## config.mk

```make
export PLATFORM = sky130hd
export DESIGN_NAME = secuenciador_trama_flat
export DESIGN_NICKNAME = d
export VERILOG_FILES = /design/src/rtl/secuenciador_trama_if.sv /design/src/rtl/secuenciador_trama.sv /design/src/flat_wrapper.sv
export SDC_FILE = /design/constraint.sdc
export NUM_CORES = 1
export LEC_CHECK = 0
export BUFFER_PORTS_ARGS = -buffer_cell sky130_fd_sc_hd__clkbuf_2
export CORE_UTILIZATION = 45
export DETAILED_ROUTE_END_ITERATION = 8
export GPL_TIMING_DRIVEN = 0
export PLACE_DENSITY = 0.65
export SYNTH_ARGS = -nofsm -noshare
export SYNTH_HDL_FRONTEND = slang
export SYNTH_SLANG_ARGS = --single-unit
```

## constraint.sdc

```tcl
create_clock -name clk -period 5.3 [get_ports clk]
set_input_delay 0.795 -clock clk [delete_from_list [all_inputs] [get_ports clk]]
set_output_delay 0.795 -clock clk [all_outputs]
set_load 0.01 [all_outputs]
```

## src/rtl/secuenciador_trama_if.sv

```systemverilog
// Byte/strobe bus between the UART receiver, the frame sequencer and the capture registers.
interface secuenciador_trama_if;
    logic [7:0] dato;
    logic       tick;
    logic [7:0] dato_out;
    logic [3:0] reg_en;
    logic       commit;
    logic       active;
    logic       error;
    logic [1:0] err_code;
    logic [7:0] frame_cnt;

    // Receiver/testbench side: supplies bytes, observes the sequencer.
    modport master (
        output dato, tick,
        input  dato_out, reg_en, commit, active, error, err_code, frame_cnt
    );

    // Sequencer side.
    modport slave (
        input  dato, tick,
        output dato_out, reg_en, commit, active, error, err_code, frame_cnt
    );
endinterface

```

## src/rtl/secuenciador_trama.sv

```systemverilog
// Frame sequencer: parses '#', decenas, unidades, presencia, ignicion, CR from the UART byte
// stream, strobes the capture registers, commits complete frames and reports errors/timeouts.
module secuenciador_trama #(
    parameter logic [7:0]  START_CHAR  = 8'h23,
    parameter logic [7:0]  END_CHAR    = 8'h0D,
    parameter int unsigned TIMEOUT_CYC = 5000000,
    parameter int unsigned CNT_W       = 23
) (
    input logic                 clk,
    input logic                 rst,
    secuenciador_trama_if.slave bus
);

    typedef enum logic [2:0] {
        StIdle,
        StWDec,
        StWUni,
        StWPre,
        StWIgn,
        StWEnd
    } state_e;

    localparam logic [CNT_W-1:0] TIMEOUT_LAST = CNT_W'(TIMEOUT_CYC - 1);

    state_e           r_state;
    logic [CNT_W-1:0] r_timer;
    logic [7:0]       r_dato_out;
    logic [3:0]       r_reg_en;
    logic             r_commit;
    logic             r_active;
    logic             r_error;
    logic [1:0]       r_err_code;
    logic [7:0]       r_frame_cnt;

    logic             w_is_digit;
    logic             w_is_bit;
    logic             w_byte_ok;
    logic [3:0]       w_slot;
    state_e           w_state_adv;
    logic             w_timeout;

    // Per-slot byte validation, capture strobe and successor state for the current slot.
    always_comb begin
        w_is_digit  = (bus.dato >= 8'h30) && (bus.dato <= 8'h39);
        w_is_bit    = (bus.dato == 8'h30) || (bus.dato == 8'h31);
        w_byte_ok   = 1'b0;
        w_slot      = 4'b0000;
        w_state_adv = StIdle;
        unique case (r_state)
            StWDec: begin
                w_byte_ok   = w_is_digit;
                w_slot      = 4'b0001;
                w_state_adv = StWUni;
            end
            StWUni: begin
                w_byte_ok   = w_is_digit;
                w_slot      = 4'b0010;
                w_state_adv = StWPre;
            end
            StWPre: begin
                w_byte_ok   = w_is_bit;
                w_slot      = 4'b0100;
                w_state_adv = StWIgn;
            end
            StWIgn: begin
                w_byte_ok   = w_is_bit;
                w_slot      = 4'b1000;
                w_state_adv = StWEnd;
            end
            StWEnd: begin
                w_byte_ok   = (bus.dato == END_CHAR);
                w_state_adv = StIdle;
            end
            default: begin
                w_byte_ok   = 1'b0;
            end
        endcase
        // A tick in the expiry cycle wins over the timeout.
        w_timeout = (r_state != StIdle) && !bus.tick && (r_timer == TIMEOUT_LAST);
    end

    // Frame FSM with registered strobes, error reporting and inter-byte timer.
    always_ff @(posedge clk or negedge rst) begin
        if (!rst) begin
            r_state     <= StIdle;
            r_timer     <= '0;
            r_dato_out  <= 8'h00;
            r_reg_en    <= 4'b0000;
            r_commit    <= 1'b0;
            r_active    <= 1'b0;
            r_error     <= 1'b0;
            r_err_code  <= 2'd0;
            r_frame_cnt <= 8'h00;
        end else begin
            r_reg_en <= 4'b0000;
            r_commit <= 1'b0;
            r_error  <= 1'b0;
            if (bus.tick) begin
                r_timer <= '0;
                if (r_state == StIdle) begin
                    // Anything but the start char is line noise between frames.
                    if (bus.dato == START_CHAR) begin
                        r_state  <= StWDec;
                        r_active <= 1'b1;
                    end
                end else if (bus.dato == START_CHAR) begin
                    // Resync: restart the frame; stale captures get overwritten before commit.
                    r_state    <= StWDec;
                    r_active   <= 1'b1;
                    r_error    <= 1'b1;
                    r_err_code <= 2'd3;
                end else if (w_byte_ok) begin
                    if (r_state == StWEnd) begin
                        r_state     <= StIdle;
                        r_active    <= 1'b0;
                        r_commit    <= 1'b1;
                        r_frame_cnt <= r_frame_cnt + 8'd1;
                    end else begin
                        r_state    <= w_state_adv;
                        r_reg_en   <= w_slot;
                        r_dato_out <= bus.dato;
                    end
                end else begin
                    r_state    <= StIdle;
                    r_active   <= 1'b0;
                    r_error    <= 1'b1;
                    r_err_code <= 2'd1;
                end
            end else if (r_state != StIdle) begin
                if (w_timeout) begin
                    r_state    <= StIdle;
                    r_active   <= 1'b0;
                    r_error    <= 1'b1;
                    r_err_code <= 2'd2;
                    r_timer    <= '0;
                end else begin
                    r_timer <= r_timer + CNT_W'(1);
                end
            end else begin
                r_timer <= '0;
            end
        end
    end

    assign bus.dato_out  = r_dato_out;
    assign bus.reg_en    = r_reg_en;
    assign bus.commit    = r_commit;
    assign bus.active    = r_active;
    assign bus.error     = r_error;
    assign bus.err_code  = r_err_code;
    assign bus.frame_cnt = r_frame_cnt;

endmodule

```

## src/flat_wrapper.sv

```systemverilog
// flat-port wrapper written by rule: the top's interface ports become plain ports
module secuenciador_trama_flat 
#(
    parameter logic [7:0]  START_CHAR  = 8'h23,
    parameter logic [7:0]  END_CHAR    = 8'h0D,
    parameter int unsigned TIMEOUT_CYC = 5000000,
    parameter int unsigned CNT_W       = 23
)
  (clk, rst, bus_dato, bus_tick, bus_dato_out, bus_reg_en, bus_commit, bus_active, bus_error, bus_err_code, bus_frame_cnt);
  secuenciador_trama_if bus_i ();
  input logic clk;
  input logic rst;
  input wire logic [$bits(bus_i.dato)-1:0] bus_dato;
  input wire logic [$bits(bus_i.tick)-1:0] bus_tick;
  output wire logic [$bits(bus_i.dato_out)-1:0] bus_dato_out;
  output wire logic [$bits(bus_i.reg_en)-1:0] bus_reg_en;
  output wire logic [$bits(bus_i.commit)-1:0] bus_commit;
  output wire logic [$bits(bus_i.active)-1:0] bus_active;
  output wire logic [$bits(bus_i.error)-1:0] bus_error;
  output wire logic [$bits(bus_i.err_code)-1:0] bus_err_code;
  output wire logic [$bits(bus_i.frame_cnt)-1:0] bus_frame_cnt;
  assign bus_i.dato = bus_dato;
  assign bus_i.tick = bus_tick;
  assign bus_dato_out = bus_i.dato_out;
  assign bus_reg_en = bus_i.reg_en;
  assign bus_commit = bus_i.commit;
  assign bus_active = bus_i.active;
  assign bus_error = bus_i.error;
  assign bus_err_code = bus_i.err_code;
  assign bus_frame_cnt = bus_i.frame_cnt;
  secuenciador_trama #(.START_CHAR(START_CHAR), .END_CHAR(END_CHAR), .TIMEOUT_CYC(TIMEOUT_CYC), .CNT_W(CNT_W)) u_core (.clk(clk), .rst(rst), .bus(bus_i));
endmodule
```

Word-level counts from Yosys, hierarchy flattened:

Cells that the tools add are included.
W data, S select, Z words.

* word-level logic and storage cells: 90
* input bits: 11
* output and inout bits: 25
* bits in registers: 51

* eq/ne operators: 14
* mux-type cells: 44
* reduce and logical (&&, ||, !) cells: 16
* bitwise logic cells: 3
* order comparisons: 2
* add/subtract/negate cells: 2

Operators by type and width (count)
* $mux W23: 3
* $eq A8 B6 Y1 const B: 3
* $mux W3: 8
* $add A23 B1 Y23 const B: 1
* $eq A23 B23 Y1 const B: 1
* $mux W4: 5
* $mux W1: 19
* $pmux W4 S4: 1
* $mux W2: 6
* $pmux W3 S4: 1
* $reduce_and A5 Y1: 2
* $add A8 B1 Y8 const B: 1
* $eq A8 B4 Y1 const B: 1
* $ge A8 B6 Y1 const B: 1
* $le A8 B6 Y1 const B: 1
* $reduce_and A4 Y1: 2
* $eq A3 B2 Y1 const B: 2
* $eq A3 B3 Y1 const B: 2
* $ne A3 B3 Y1 const B: 2
* $ne A4 B4 Y1 const B: 1
* $reduce_bool A2 Y1: 2
* $reduce_or A2 Y1: 2
* $eq A3 B1 Y1 const B: 1
* $logic_and A1 B1 Y1: 3
* 8 further kinds: 10

Logic depth before layout (Yosys ltp):

* depth after elaboration: 7
* depth in mapped cells: 7

Worst setup path after synthesis:

OpenSTA, ideal clock, no wires.

* kind: input to register
* start: input bus_dato[0]
* end: register u_core.r_dato_out[0] (netlist: u_core.bus.dato_out[0])
* path buffers: 0
* setup slack: 2.721 ns
* arrival: 2.454 ns
* setup time: 0.125 ns
* stages on the path: 5
* cells stage by stage: or2b_1 > o41a_1 > a2111oi_4 > nand3_4 > mux2_4

* cells in the longest elaborated chain, start to end: 4
* elaborated cells on any way between the ends: 11
* those cells by class: 2 x order compare; 4 x eq/ne; 1 x mux; 1 x bitwise; 3 x reduce/logical

Ends and longest elaborated chain
* start, declared: RTL line flat_wrapper.sv:13 `input wire logic [$bits(bus_i.dato)-1:0] bus_dato;`
* $ge A8 B6 Y1 (tied with other cells): RTL line secuenciador_trama.sv:44 `w_is_digit = (bus.dato >= 8'h30) && (bus.dato <= 8'h39);`
* $logic_and A1 B1 Y1 or $logic_or A1 B1 Y1 (tied branches): RTL line secuenciador_trama.sv:44, secuenciador_trama.sv:45
* $pmux W1 S3: RTL line secuenciador_trama.sv:49 `unique case (r_state)`
* $reduce_and A5 Y1 (no line)
* end signal, assigned: RTL line secuenciador_trama.sv:121 `r_dato_out <= bus.dato;`
* end, declared: RTL line secuenciador_trama.sv:27 `logic [7:0] r_dato_out;`

Parallel ways exist; a longest one is shown, timed or not.
A chain may end at the register's enable or synchronous reset.

Worst setup path in the final report:

* start: input bus_dato[4]
* end: register u_core.r_dato_out[1] (netlist: u_core.bus.dato_out[1])

* cells in the longest elaborated chain, start to end: 4
* elaborated cells on any way between the ends: 11
* those cells by class: 2 x order compare; 4 x eq/ne; 1 x mux; 1 x bitwise; 3 x reduce/logical

Ends and longest elaborated chain (RTL line)
* $ge A8 B6 Y1 (tied with other cells): secuenciador_trama.sv:44
* $logic_and A1 B1 Y1 or $logic_or A1 B1 Y1 (tied branches): secuenciador_trama.sv:44, secuenciador_trama.sv:45
* $pmux W1 S3: secuenciador_trama.sv:49
* $reduce_and A5 Y1 (no line) *

Mark *: on every way between the ends. The rest lies on a longest branch, timed or not.

==> metrics.md <==
| Metric | Value |
|---|---|
| TritonCTS Sinks | 51 |
| Synth Cell Area | between 2000 and 2500 um2 |
| 1st-iter DRT viols | 68 |
| Total core area | 5200 um2 |
| FF+latch count, synth | 51 |
| DRC | 0 |
| CTS HTree Levels | 2 |
| Crit Path Class | input port to flop |
| Peak Freq | 0.390 GHz |
| # resized after CTS | 0 |
| Vias in the first global route | 1,777 |
| Antenna diode count | 0 |
| Clock Tree Buf Depth | 2 |
| Total Routing Usage GR | 17.8% |
| Largest family of logic cells by synthesized area | simple AND/OR/NAND/NOR gates |
| Slew Limit Fails | 0 |
| Reg clk slew, reported paths | 0.09 ns |
| GPL Wtd Cong | 0.720 |
| Final Hold Viols | 0 |
| Final ANT Viol Nets | 0 |
| FP Rows | 26 |
| Total power | between 0.6 and 0.7 mW |
| Synth Flop Type | dfrtp_1 |
| Synth unique cells | 50 |
| Status | completed |
| Yosys warning count | 0 |
| Worst EP arrival | roughly 2.8 ns |
| Post-DP HPWL | 3.24 mm |
| Crit path max fanout | 8 |
| Mean Syn Cell Area | between 10 and 15 um2 |
| Type of destination of the critical path | flop |
| Register area share after synthesis | roughly half |
| Initial core utilization | between 40% and 50% |
| Tmin final | 2.56 ns |
| Area Growth Syn to Fin | 14.9% |
| Final setup TNS | 0 ns |
| RSZ-0062 raised after global routing | false |
| Gr ovfl total | 0 |
| Routed vias | approximately 1,800 |
| Clk_lat worst skew | 0.30 ns |
| Buffers on Ports | 35 |
| Max-slew headroom | 36.6% |
| Xor and xnor area share after synthesis | 9.87% |
| Die width | 76.3 um |
| Crit-path max cell delay | 0.64 ns |
| Root buf cell | clkbuf_8 |
| Drt first pass iters | 5 |
| Post-synth EDFFs | 0 |
| Die footprint | 5820 um2 |
| Simple-gate share of the synthesized area | 25.8% |
| Multiplexer share of the synthesized area | 2.87% |
| Routed wire length per instance | 13.4 um |
| Final period util | between 40% and 50% |
| Top cells by count, synth | dfrtp_1, nor2_1, xnor2_1, nand2_1, nor3_1 |
| Final-report setup violation count | 0 |
| Share of cells above drive strength 1 | between 20% and 30% |
| Top-count cell post-synth | dfrtp_1 |
| FFs w/ async S/R, synth | 100% |
| Ordered list of cells on the worst path | clkbuf_2, or2b_1, o41a_1, a2111oi_4, nand3_4, mux2_4 |
| Vias per inst | 5.20 |
| Skew final | 0.00626 ns |
| Buf/Inv on CP | 1 |
| Critical path required time | 5.49 ns |
| Peak supply drop | slightly below 0.1 mV |
| Post-CTS Hold Fix Bufs | 0 |
| P_leak | 1.31 nW |
| Adder-Cell Fraction of Synth Area | between 1 and 1.5% |
| Antenna violations before repair | 0 |
| Worst slew pin tran | 0.949 ns |
| Ports | 36 |
| Total CTS buffers | 5 |
| Crit-path leading delay family | compound AO/OA/AOI/OAI gates |
| Post-CTS Setup Bufs | 0 |
| Routed Wire Length | 4.60 mm |
| First-pass GRT wire length | just over 8 mm |
| Synth area leader | dfrtp_1 |
| Startpoint type of the worst setup path | input port |
| Synth top area cells | dfrtp_1, xnor2_1, nor2_1 |
| Hold Crit Class | input port to async pin |
| Post-Syn Nets | 243 |
| Layout Nets | 286 |
| Compound-gate portion of the synthesized area | ~6% |
| Synth top area share | 51.4% |
| CTS tree | done |
| Largest net degree at the start of global routing | 52 |
| Die height | 76.3 um |
| Slowest stage cell, crit path | a2111oi_4 |
| Setup ws final | 2.74 ns |
| PD cells | approximately 240 nW/um2 |
| Placement Setup Slack | 2.39 ns |
| Max cap viols | 0 |
| Gate Count Post-Synth | 230 |
## sequential cells by signal (all words and copies together) (netlist names)
name / count
u_core.bus.reg_en: 4
u_core.bus.error: 1
u_core.bus.dato_out: 8
u_core.bus.commit: 1
u_core.r_state: 3
u_core.r_timer: 23
u_core.bus.err_code: 2
u_core.bus.frame_cnt: 8
u_core.bus.active: 1
## cell families after synthesis
group | Yosys count
AND/OR/NAND/NOR | 114
flip-flops | 51
XOR/XNOR | 28
AO/OA/AOI/OAI | 17
buffers and inverters | 13
multiplexers | 5
adder cells (fa/ha/maj) | 2
## metrics by stage
step / utilization [%] / area (um2) / hold slack, ns / std cells
2_1_floorplan: - / 2480 / 0.476 / 230
3_3_place_gp: 52.8 / 2750 / 0.451 / 335
3_5_place_dp: 52.8 / 2750 / 0.458 / 335
4_1_cts: 54.5 / 2840 / 0.478 / 342
5_1_grt: 54.9 / 2860 / 0.491 / 343
6_report: 54.9 / 2860 / 0.472 / 343
## final cells by class
cell class                 count  area [um2]
buffer                         7        52.6
clock buffer                   6        82.6
clock inverter                 1        5.00
fill                         479        2350
inverter                       6        22.5
multi-input combinational    166        1130
sequential                    51        1280
tap                           70        87.6
timing repair buffer          36         195
## power by group
| group | internal, mW | switching (mW) | total [mW] |
|---|---|---|---|
| sequential | 0.401 | 0.00683 | 0.408 |
| clock | 0.103 | 0.123 | 0.226 |
| combinational | 0.0277 | 0.0311 | 0.0588 |
| total | 0.531 | 0.161 | 0.693 |
## metal layers
metal,track usage (%),up-vias,share of wire (%)
met2,28.6,38,47
li1,-,890,-
met5,0,-,0
met4,5.77,0,0.89
met1,23.2,853,48
met3,5.03,4,4.6
## worst reg2reg max path, stage by stage (launching register included)
cell and delay [ns]:
dfrtp_1 0.38, buf_6 0.14, nand3b_4 0.19, o41a_1 0.37
a2111oi_4 0.64, nand3_4 0.22, mux2_4 0.34
## path summary, 6_finish.rpt
check | from | to | slack [ns] | cells after the start
min reg2reg | u_core.bus.dato_out[4] | u_core.bus.dato_out[4] | 0.47 | 1
min in group clk | u_core.bus.dato_out[4] | u_core.bus.dato_out[4] | 0.47 | 1
min | rst | u_core.r_timer[18] | 0.47 | 1
max | bus_dato[4] | u_core.bus.dato_out[1] | 2.74 | 6
max reg2reg | u_core.r_state[1] | u_core.bus.dato_out[1] | 2.93 | 6
max in group asynchronous | rst | u_core.bus.dato_out[3] | 4.29 | 2
## cell usage in the layout, fill, tap and decap left out, types with 2 or more instances in the layout
cell type	n
dfrtp_1	51
clkbuf_2	34
nor2_1	28
xnor2_1	25
nor3_1	14
nand2_1	14
nand3_1	13
and3_1	10
inv_1	6
clkbuf_8	6
nand4_1	5
mux2_4	4
buf_6	3
clkbuf_1	3
nor4_1	3
and4_1	3
xor2_1	3
nand2b_1	3
nand3b_1	3
o21ai_0	2
a21oi_1	2
or2b_1	2
o31a_1	2
and2_2	2
ha_1	2
(Power assumes the default switching activity.)
